### config.mk
export PLATFORM = sky130hd
export DESIGN_NAME = data_mem_requester
export DESIGN_NICKNAME = d
export VERILOG_FILES = /design/src/rtl/mem_pkg.sv /design/src/rtl/sat_counter16.sv /design/src/rtl/data_mem_requester.sv
export SDC_FILE = /design/constraint.sdc
export NUM_CORES = 1
export LEC_CHECK = 0
export ABC_CLOCK_PERIOD_IN_PS = 3700
export CORE_AREA = 2 2 104 106
export DETAILED_ROUTE_END_ITERATION = 10
export DIE_AREA = 0 0 106 108
export HOLD_SLACK_MARGIN = 0.12
export PLACE_DENSITY_LB_ADDON = 0.08
export SYNTH_ARGS = -nofsm -noshare
export SYNTH_HDL_FRONTEND = slang
export SYNTH_HIERARCHICAL = 1
export SYNTH_SLANG_ARGS = --single-unit
### constraint.sdc
create_clock -name CLK -period 3.7 [get_ports CLK]
set_input_delay 0.555 -clock CLK [delete_from_list [all_inputs] [get_ports CLK]]
set_output_delay 0.555 -clock CLK [all_outputs]
set_load 0.02 [all_outputs]
### src/rtl/mem_pkg.sv
// rtl/mem_pkg.sv - shared types, defaults and helpers for the data memory requester
package mem_pkg;

  localparam int DW_DEF    = 16;
  localparam int AW_DEF    = 16;
  localparam int DEPTH_DEF = 64;

  typedef enum logic [1:0] {
    ST_IDLE  = 2'd0,
    ST_ISSUE = 2'd1,
    ST_WAIT  = 2'd2,
    ST_RESP  = 2'd3
  } state_t;

  // Increment that sticks at all-ones instead of wrapping
  function automatic logic [15:0] sat_inc16(input logic [15:0] v);
    return (v == 16'hFFFF) ? v : v + 16'd1;
  endfunction

endpackage

### src/rtl/sat_counter16.sv
// rtl/sat_counter16.sv - 16-bit saturating event counter with synchronous reset
module sat_counter16
  import mem_pkg::*;
(
  input  logic        CLK,
  input  logic        RST,
  input  logic        en,
  output logic [15:0] count
);

  // Count enabled events, holding at 16'hFFFF once reached
  always_ff @(posedge CLK) begin
    if (RST) begin
      count <= '0;
    end else if (en) begin
      count <= sat_inc16(count);
    end
  end

endmodule

### src/rtl/data_mem_requester.sv
// rtl/data_mem_requester.sv - single-outstanding load/store initiator for the DataMemory port
module data_mem_requester
  import mem_pkg::*;
#(
  parameter int DW    = DW_DEF,
  parameter int AW    = AW_DEF,
  parameter int DEPTH = DEPTH_DEF
) (
  input  logic          CLK,
  input  logic          RST,
  input  logic          req_valid,
  output logic          req_ready,
  input  logic          req_we,
  input  logic [AW-1:0] req_addr,
  input  logic [DW-1:0] req_wdata,
  output logic          rsp_valid,
  input  logic          rsp_ready,
  output logic [DW-1:0] rsp_data,
  output logic          rsp_err,
  output logic [AW-1:0] mem_a,
  output logic [DW-1:0] mem_wd,
  output logic          mem_we,
  input  logic [DW-1:0] mem_rd,
  output logic [15:0]   ld_count,
  output logic [15:0]   st_count
);

  // One extra bit so a DEPTH of 2**AW is still representable
  localparam logic [AW:0] LIMIT = (AW+1)'(DEPTH);

  state_t        state_q, state_d;
  logic          we_q, we_d;
  logic [DW-1:0] wdata_q, wdata_d;
  logic [AW-1:0] mem_a_d;
  logic [DW-1:0] mem_wd_d;
  logic          mem_we_d;
  logic [DW-1:0] rsp_data_d;
  logic          rsp_err_d;
  logic          ld_inc, st_inc;
  logic          in_range;

  assign in_range  = ({1'b0, req_addr} < LIMIT);
  assign req_ready = (state_q == ST_IDLE);
  assign rsp_valid = (state_q == ST_RESP);

  // State and every output-facing register; mem_we comes straight from a flop
  always_ff @(posedge CLK) begin
    if (RST) begin
      state_q  <= ST_IDLE;
      we_q     <= 1'b0;
      wdata_q  <= '0;
      mem_a    <= '0;
      mem_wd   <= '0;
      mem_we   <= 1'b0;
      rsp_data <= '0;
      rsp_err  <= 1'b0;
    end else begin
      state_q  <= state_d;
      we_q     <= we_d;
      wdata_q  <= wdata_d;
      mem_a    <= mem_a_d;
      mem_wd   <= mem_wd_d;
      mem_we   <= mem_we_d;
      rsp_data <= rsp_data_d;
      rsp_err  <= rsp_err_d;
    end
  end

  // Next-state and next-register decode; memory timing is folded into ISSUE/WAIT
  always_comb begin
    state_d    = state_q;
    we_d       = we_q;
    wdata_d    = wdata_q;
    mem_a_d    = mem_a;
    mem_wd_d   = mem_wd;
    mem_we_d   = 1'b0;
    rsp_data_d = rsp_data;
    rsp_err_d  = rsp_err;
    ld_inc     = 1'b0;
    st_inc     = 1'b0;
    case (state_q)
      ST_IDLE: begin
        if (req_valid) begin
          we_d    = req_we;
          wdata_d = req_wdata;
          if (in_range) begin
            state_d  = ST_ISSUE;
            mem_a_d  = req_addr;
            mem_wd_d = req_wdata;
            mem_we_d = req_we;
            ld_inc   = !req_we;
            st_inc   = req_we;
          end else begin
            state_d    = ST_RESP;
            rsp_err_d  = 1'b1;
            rsp_data_d = '0;
          end
        end
      end
      ST_ISSUE: begin
        if (we_q) begin
          state_d    = ST_RESP;
          rsp_data_d = wdata_q;
        end else begin
          state_d = ST_WAIT;
        end
      end
      ST_WAIT: begin
        state_d    = ST_RESP;
        rsp_data_d = mem_rd;
      end
      ST_RESP: begin
        if (rsp_ready) begin
          state_d   = ST_IDLE;
          rsp_err_d = 1'b0;
        end
      end
      default: state_d = ST_IDLE;
    endcase
  end

  sat_counter16 u_ld_count (
    .CLK   (CLK),
    .RST   (RST),
    .en    (ld_inc),
    .count (ld_count)
  );

  sat_counter16 u_st_count (
    .CLK   (CLK),
    .RST   (RST),
    .en    (st_inc),
    .count (st_count)
  );

endmodule
* Word level (Yosys, flattened, before mapping) *
Index checks and enable logic that the tools add are counted.

operators by class
  mux-type cells = 19
  order comparisons = 1
  eq/ne operators = 9
  bitwise operators = 2
  reductions and logical operators = 11
  add/sub/neg operators = 2

operators with widths
  cell                                                                   number
  16-bit 2-to-1 mux                                                      3
  16-bit one-hot mux with 3 select lines                                 1
  16-bit by 1-bit adder with 16-bit output, second input constant        2
  16-bit equality test, second input constant                            2
  16-bit by 7-bit < comparator with 1-bit output, second input constant  1
  1-bit 2-to-1 mux                                                       10
  2-bit one-hot mux with 4 select lines                                  1
  2-bit AND reduction                                                    4
  4-bit AND reduction                                                    2
  2-bit 2-to-1 mux                                                       3
  2-bit != test, second input constant                                   3
  2-bit equality test, second input constant                             2
  3-bit AND reduction                                                    1
  3-bit nonzero test                                                     1
  2-bit by 1-bit equality test with 1-bit output, second input constant  1
  2-bit logical NOT                                                      1
  2-bit by 1-bit != test with 1-bit output, second input constant        1
  1-bit inverter                                                         2
  1-bit one-hot mux with 2 select lines                                  1
  2-bit nonzero test                                                     1
  1-bit logical NOT                                                      1

word-level totals
  register bits after elaboration = 101
  output and inout port bits = 84

* Logic depth before layout (Yosys ltp) *
Gate-level depths: netlist (run 1).

  depth after elaboration = 5
  mapped depth = 12
  gate-level depth less buffers = 9

* By module *
The synthesis (run 1) kept the hierarchy.

modules (own cells, without submodules)
  module              area each (µm²)  sequential area each (µm²)  times used  cells an instance
  data_mem_requester  2860.2           1381.3                      1           295
  sat_counter16       833.3            320.3                       2           96

* Worst setup path before layout (run 1) *
OpenSTA, ideal clock, no wires.

  path type = reg2reg
  from = register state_q[0]
  to = register u_ld_count.count[15]
  period minus slack after synthesis = 3.074 ns
  data arrival time = 2.953 ns
  buffers on the path = 3
  setup time = 0.121 ns
  stages on the path, launching flop included = 13
  path slack = 0.626 ns
  cell sequence = dfxtp_1 inv_1 ha_1 buf_4 nor4b_4 nand4_4 buf_6 nor2_1 nand2_1 or3_1 clkbuf_2 nor4_1 mux2_2

on the way
  word-level cells in the longest chain between the ends = 3

ends and longest elaborated chain
  what                           RTL line                  RTL
  from (decl)                    data_mem_requester.sv:31  state_t state_q, state_d;
  from (signal assigned)         data_mem_requester.sv:58  state_q <= state_d;
  2-bit logical NOT              n/a
  named net req_ready            data_mem_requester.sv:12  output logic req_ready,
  1-bit 2-to-1 mux               data_mem_requester.sv:81  case (state_q)
  named net ld_inc               data_mem_requester.sv:39  logic ld_inc, st_inc;
  2-bit AND reduction (no line)  n/a
  to (signal assigned)           sat_counter16.sv:16       count <= sat_inc16(count);
  to (decl)                      sat_counter16.sv:8        output logic [15:0] count

The timed path passes the listed nets, and every way through them passes these cells.
A chain may end at the register's enable or synchronous reset.

* Final worst setup path (run 1) *
  from = register state_q[0]
  to = register u_st_count.count[15]

on the way
  word-level cells in the longest chain between the ends = 3

ends and longest elaborated chain
  what                           RTL line
  2-bit logical NOT              data_mem_requester.sv:81
  1-bit 2-to-1 mux               data_mem_requester.sv:81
  2-bit AND reduction (no line)  n/a
  to (signal assigned)           sat_counter16.sv:16
  to (decl)                      sat_counter16.sv:8

Every way passes these cells.

==> results of run 1 <==
## layout make-up
cell class / count / area [um^2]
well taps: 136 / 170.2
fillers: 909 / 4145
repair buffers: 140 / 1389
inverters: 8 / 30.03
clock buffers: 12 / 155.1
multi-input cells: 348 / 2288
clock inverters: 4 / 31.28
flip-flops and latches: 101 / 2022
## per-stage QoR
step                      total power (uW)  area, um^2
after floorplan                       1724        4527
after global placement                1913        5899
after detailed placement              1931        5899
after CTS                             2589        6086
after global routing                  2716        6086
final                                 2565        6086
## critical path: cells and delay by family (launching register included)
family	cells	cell delay [ps]
mux	1	370
flops	1	330
fa+ha+maj	1	370
simple gates	6	1700
buf+inv	1	120
## path summary, 6_finish.rpt
check	slack (ps)	cells past startpoint	start	to
worst min register to register	460	2	wdata_q[6]	wdata_q[6]
worst min-delay path	460	2	wdata_q[6]	wdata_q[6]
worst max register to register	700	9	state_q[0]	u_st_count/count[15]
worst max-delay path	700	9	state_q[0]	u_st_count/count[15]
## state kept, by name, indices dropped and copies added (netlist names)
signal / flops
u_st_count/count: 16
state_q: 2
mem_wd: 16
mem_a: 16
rsp_err: 1
rsp_data: 16
mem_we: 1
u_ld_count/count: 16
we_q: 1
wdata_q: 16
## power by group through the flow
stage / clock network [uW] / registers, uW / logic [uW]
floorplan: 0 / 1240 / 483
finish: 657 / 1200 / 708
global route: 734 / 1210 / 775
CTS: 681 / 1200 / 707
detailed placement: 0 / 1220 / 707
global placement: 0 / 1220 / 689
## synthesized netlist by cell type (3+ instances only)
| cell | n |
|---|---|
| nand2_1 | 51 |
| o21ai_2 | 10 |
| or4_1 | 6 |
| nor2b_1 | 6 |
| buf_4 | 5 |
| a21oi_2 | 11 |
| mux2i_1 | 26 |
| o31ai_1 | 8 |
| a21oi_1 | 35 |
| nor4_1 | 6 |
| a211oi_1 | 3 |
| ha_1 | 6 |
| mux2_2 | 4 |
| nor2_1 | 44 |
| inv_1 | 8 |
| clkbuf_1 | 14 |
| a22o_1 | 16 |
| nand4_1 | 24 |
| o211ai_1 | 3 |
| and2_1 | 11 |
| o21ai_0 | 11 |
| xnor2_1 | 4 |
| nor3_1 | 7 |
| and4_1 | 6 |
| nand3_1 | 14 |
| buf_2 | 3 |
| or3_1 | 4 |
| a31oi_1 | 3 |
| dfxtp_1 | 101 |
## metal layers
layer | vias to the layer above | share of wire, % | track usage, % | wire length [um]
met5 | - | 0 | 0 | 0
met4 | 0 | 0.83 | 5.545 | 94
met3 | 8 | 5.1 | 5.726 | 581
met2 | 98 | 49 | 34.01 | 5540
met1 | 1906 | 45 | 25.34 | 5115
li1 | 2007 | - | - | -
## logic make-up (layout without fill, tap and decap cells)
group | after synthesis | after routing | synth area share, %
xor+xnor | 6 | 6 | 1.161
fa+ha+maj | 6 | 6 | 1.658
mux | 30 | 30 | 6.744
compound gates | 110 | 110 | 17.25
simple gates | 196 | 196 | 23.74
flops | 101 | 101 | 44.67
buf+inv | 38 | 164 | 4.781
==> metrics.txt, run 1 <==
register area share after synthesis between 40% and 50%; # IOs between 100 and 150; Crit Path Max Fanout 9; post-synthesis net count between 500 and 600; asr flop ratio synth 0%; Max Cap Violations 0; Rel. slew slack 38.99%; first-pass GRT wire length 18,540 um; Non-Filler Instances roughly 750; Die Y around 110 um; post-CTS setup buffer count 0; Peak supply drop about 0.21 mV; Clk network pwr share between 20 and 30%; total CTS buffers 9; most frequent cells in the layout clkdlybuf4s50_1 (135), dfxtp_1 (101), nand2_1 (51), nor2_1 (44), a21oi_1 (35); fin crit period around 3000 ps; top cell type's share of synthesized area between 40 and 50%; type of origin of the critical path register; Placer Congestion between 0.8 and 0.9; CTS Sinks 101; Initial Util 44.25%; Rows 37; top area cells in the synthesized netlist dfxtp_1 (45%), mux2i_1 (5.7%), nand2_1 (4.2%); total wire length about 11,000 um; Worst path slowest cell or3_1; Net Sw Frac 33.18%; Final WS setup 702.4 ps; DR vias ~4,000; Hold Vio Cnt, Final 0; Clock Path Buffers 2; DP Worst Slack ~450 ps; Slew Limit Fails 0; commonest non-fill, non-tap cell in the layout clkdlybuf4s50_1; Syn Inst Count 487; Setup-failing EPs final 0; CP peak stage delay 410 ps; Pleak 0.002211 uW; largest net degree at the start of global routing 56; worst min path class register to register; outcome completed; CP Data Required Time roughly 4000 ps; Logic pwr share 27.6%; cell accounting for the most synthesized area dfxtp_1; CTS resizes 0; vias in the first global route 3,848; share of cells above drive strength 1 9.788%; part of the power in registers 46.8%; Netlist Area Pre-Place 4527 um^2; grt total ovfl 0; Clock Skews about 12 ps; placed insts ~730; # DRC 0; CTS tree yes; NetSw around 850 uW; YS warnings 6; Synth cell types 54; WHS roughly 460 ps; Worst Max-Slew Pin Slew ~910 ps; ANT nets after route 0; period utilization 81.02%; setup TNS 0 ps; post-DR wirelength/cell about 15 um; hold_buf cts 0; initial antenna violation count 0; Die W between 100 and 150 um; Layout Utilization about three fifths; Tot GR Track Use 20.13%; Starting DRT DRC Count approximately 170; Pint around 1700 uW; I/O Buffers between 100 and 150; CP Data Arrival Time roughly 3300 ps; Die Area ~11,000 um^2; vias per cell around 5.4; Syn Area/Cell between 9 and 10 um^2; Area Growth Syn to Fin 34.44%; synthesized flop and latch total just over 100; Power Density 421.5 nW/um^2; H-Tree Depth 3; Critical Path End Type register; clk_lat worst skew between 300 and 400 ps; diodes inserted 0; Fmax 0.3336 GHz; Most used DFF post-synth dfxtp_1; CP Cell Sequence inv_1, ha_1, nor4b_4, nand4_4, nor2_1, nand2_1, or3_1, nor4_1, mux2_2; RSZ-0062 raised after global routing false; DR pass1 iterations 4; HPWL after DPL 8322 um; root buf cell clkbuf_8; Post-synth EDFFs 0; Clock transition at path regs around 100 ps; kind of critical path register to register; core area 10,230 um^2; fin nets 667
Note: power is estimated with default switching activity, not from simulation.
==> inputs of run 2 (changes only) <==
--- a/config.mk
+++ b/config.mk
@@ -5,7 +5,7 @@
 export SDC_FILE = /design/constraint.sdc
 export NUM_CORES = 1
 export LEC_CHECK = 0
-export ABC_CLOCK_PERIOD_IN_PS = 3700
+export ABC_CLOCK_PERIOD_IN_PS = 2900
 export CORE_AREA = 2 2 104 106
 export DETAILED_ROUTE_END_ITERATION = 10
 export DIE_AREA = 0 0 106 108
==> constraint.sdc (replaced) <==
create_clock -name CLK -period 2.9 [get_ports CLK]
set_input_delay 0.435 -clock CLK [delete_from_list [all_inputs] [get_ports CLK]]
set_output_delay 0.435 -clock CLK [all_outputs]
set_load 0.02 [all_outputs]
==> run 2 against run 1 <==
  * Die area is the same
  * Register-to-register slack lost 470 ps
  * Critical path depth is the same
  * Cell area grew 2.0%
  * Clock-buffer cell count shrank 3
  * First-iteration DRC count shrank 19%
  * Combinational power grew 28%
  * Critical path type unchanged
  * Critical endpoint unchanged
  * Largest power group unchanged
  * Highest routed layer unchanged
==> metrics.txt, run 2 (synthesis gave the netlist of run 1 again) <==
Clk network pwr share between 20 and 30%; HPWL after DPL between 8000 and 9000 um; Setup-failing EPs final 0; DR pass1 iterations 4; vias in the first global route 3,938; CP Data Required Time 3150 ps; Slew Limit Fails 0; CTS Sinks roughly 100; Bufs and invs on worst path 1; total wire length between 10,000 and 15,000 um; largest net degree at the start of global routing 66; CP peak stage delay approximately 380 ps; hold_buf cts 0; Die W roughly 110 um; Fmax 0.3747 GHz; part of the power in registers between 40% and 50%; Hold Vio Cnt, Final 0; commonest non-fill, non-tap cell in the layout clkdlybuf4s50_1; Crit Path Max Fanout 9; # IOs 137; type of origin of the critical path register; Initial Util around 44%; RSZ-0062 raised after global routing false; Net Sw Frac 32.65%; Top Family by Delay on Critical Path simple AND/OR/NAND/NOR gates; H-Tree Depth 3; Clock transition at path regs 100 ps; WHS between 400 and 500 ps; fin crit period about 2700 ps; first-pass GRT wire length ~19,000 um; grt total ovfl 0; Area Growth Syn to Fin 37.06%; most frequent cells in the layout clkdlybuf4s50_1 (135), dfxtp_1 (101), nand2_1 (51), nor2_1 (42), a21oi_1 (35); Worst path slowest cell or3_1; Tot GR Track Use around a fifth; ANT nets after route 0; CP Cell Sequence inv_1, ha_2, nor4b_4, nand4_4, nor2_2, nand2_1, or3_1, nor4_1, mux2_2; initial antenna violation count 0; Die Y 108 um; Clock Path Buffers 2; post-DR wirelength/cell roughly 15 um; core area around 10,000 um^2; fin nets 676; Pint around 2300 uW; Pleak 0.002267 uW; Logic pwr share between 20% and 30%; Placer Congestion between 0.8 and 0.9; Max Cap Violations 0; CTS tree yes; total CTS buffers 9; diodes inserted 0; DR vias 4,072; worst min path class register to register; period utilization about 90%; Rows 37; clk_lat worst skew approximately 360 ps; outcome completed; Worst Max-Slew Pin Slew slightly below 900 ps; Power Density roughly 560 nW/um^2; Critical Path End Type register; Final WS setup roughly 230 ps; # DRC 0; kind of critical path register to register; Rel. slew slack about two fifths; share of cells above drive strength 1 roughly an eighth; Starting DRT DRC Count ~130; I/O Buffers ~140; Die Area between 10,000 and 15,000 um^2; CP Data Arrival Time a little under 3000 ps; root buf cell clkbuf_8; vias per cell roughly 5.4; Clock Skews 10.89 ps; DP Worst Slack around 21 ps; NetSw ~1100 uW; Peak supply drop about 0.29 mV
[run 2: cell types whose count changed in the layout (fill, tap and decap cells not counted), moves of 2 or more]
| cell | previous run | this run |
|---|---|---|
| buf_4 | 5 | 14 |
| bufinv_16 | 0 | 2 |
| clkbuf_8 | 11 | 9 |
| clkinv_4 | 2 | 0 |
| clkinvlp_4 | 0 | 2 |
| inv_8 | 0 | 2 |
| nor2_1 | 44 | 42 |
| nor2_2 | 0 | 2 |
[run 2: routing by layer]
layer | up-vias | GRT usage [%] | part of all wire (%)
li1 | 2030 | - | -
met1 | 1915 | 25.00 | 44
met2 | 108 | 36.31 | 49
met3 | 19 | 4.822 | 5.1
met4 | 0 | 6.767 | 1.9
met5 | - | 0 | 0
[run 2: stage by stage]
step | power [uW] | setup TNS [ps] | instances | area (um^2) | util (%)
global route | 3665 | 0 | 758 | 6205 | 60.65
finish | 3467 | 0 | 758 | 6205 | 60.65
detailed placement | 2470 | 0 | 741 | 5967 | 58.32
floorplan | 2203 | -43.04 | 487 | 4534 | -
CTS | 3496 | 0 | 757 | 6197 | 60.57
global placement | 2449 | 0 | 741 | 5967 | 58.32
[run 2: repair_timing]
| action | CTS | global route |
|---|---|---|
| setup buffers | 0 | 1 |
| gates resized for setup | 0 | 0 |
| endpoints found under the hold margin | 0 | 0 |
| endpoints found under the setup margin | 0 | 2 |
[run 2: path summary, 6_finish.rpt]
kind,from,to,slack [ps],depth (start not counted)
worst max-delay path,state_q[0],u_st_count/count[15],230,9
worst min register to register,wdata_q[7],wdata_q[7],470,2
worst min-delay path,wdata_q[7],wdata_q[7],470,2
worst max register to register,state_q[0],u_st_count/count[15],230,9
[run 2: tightest hold or removal path, stage by stage, from the launching register on]
cell and delay, ps:
dfxtp_1 330, nand2_1 50, a21oi_1 50
[run 2: power groups by stage]
stage / clock network, uW / logic (uW) / registers [uW]
floorplan: 0 / 620 / 1580
global placement: 0 / 887 / 1560
detailed placement: 0 / 907 / 1560
CTS: 1050 / 909 / 1530
global route: 1120 / 1000 / 1540
finish: 1030 / 906 / 1530
[run 2: final cells by class]
type / count / area (um^2)
Clock buffer: 9 / 123.9
Clock inverter: 7 / 106.4
Fill cell: 920 / 4026
Inverter: 8 / 30.03
Multi-Input combinational cell: 348 / 2296
Sequential cell: 101 / 2022
Tap cell: 136 / 170.2
Timing Repair Buffer: 149 / 1456
==> inputs of run 3 (changes only) <==
--- a/config.mk
+++ b/config.mk
@@ -6,6 +6,7 @@
 export NUM_CORES = 1
 export LEC_CHECK = 0
 export ABC_CLOCK_PERIOD_IN_PS = 2900
+export CAP_MARGIN = 30
 export CORE_AREA = 2 2 104 106
 export DETAILED_ROUTE_END_ITERATION = 10
 export DIE_AREA = 0 0 106 108
==> results of run 3 <==
The final DEF is identical to that of run 2; final timing and power are the same.
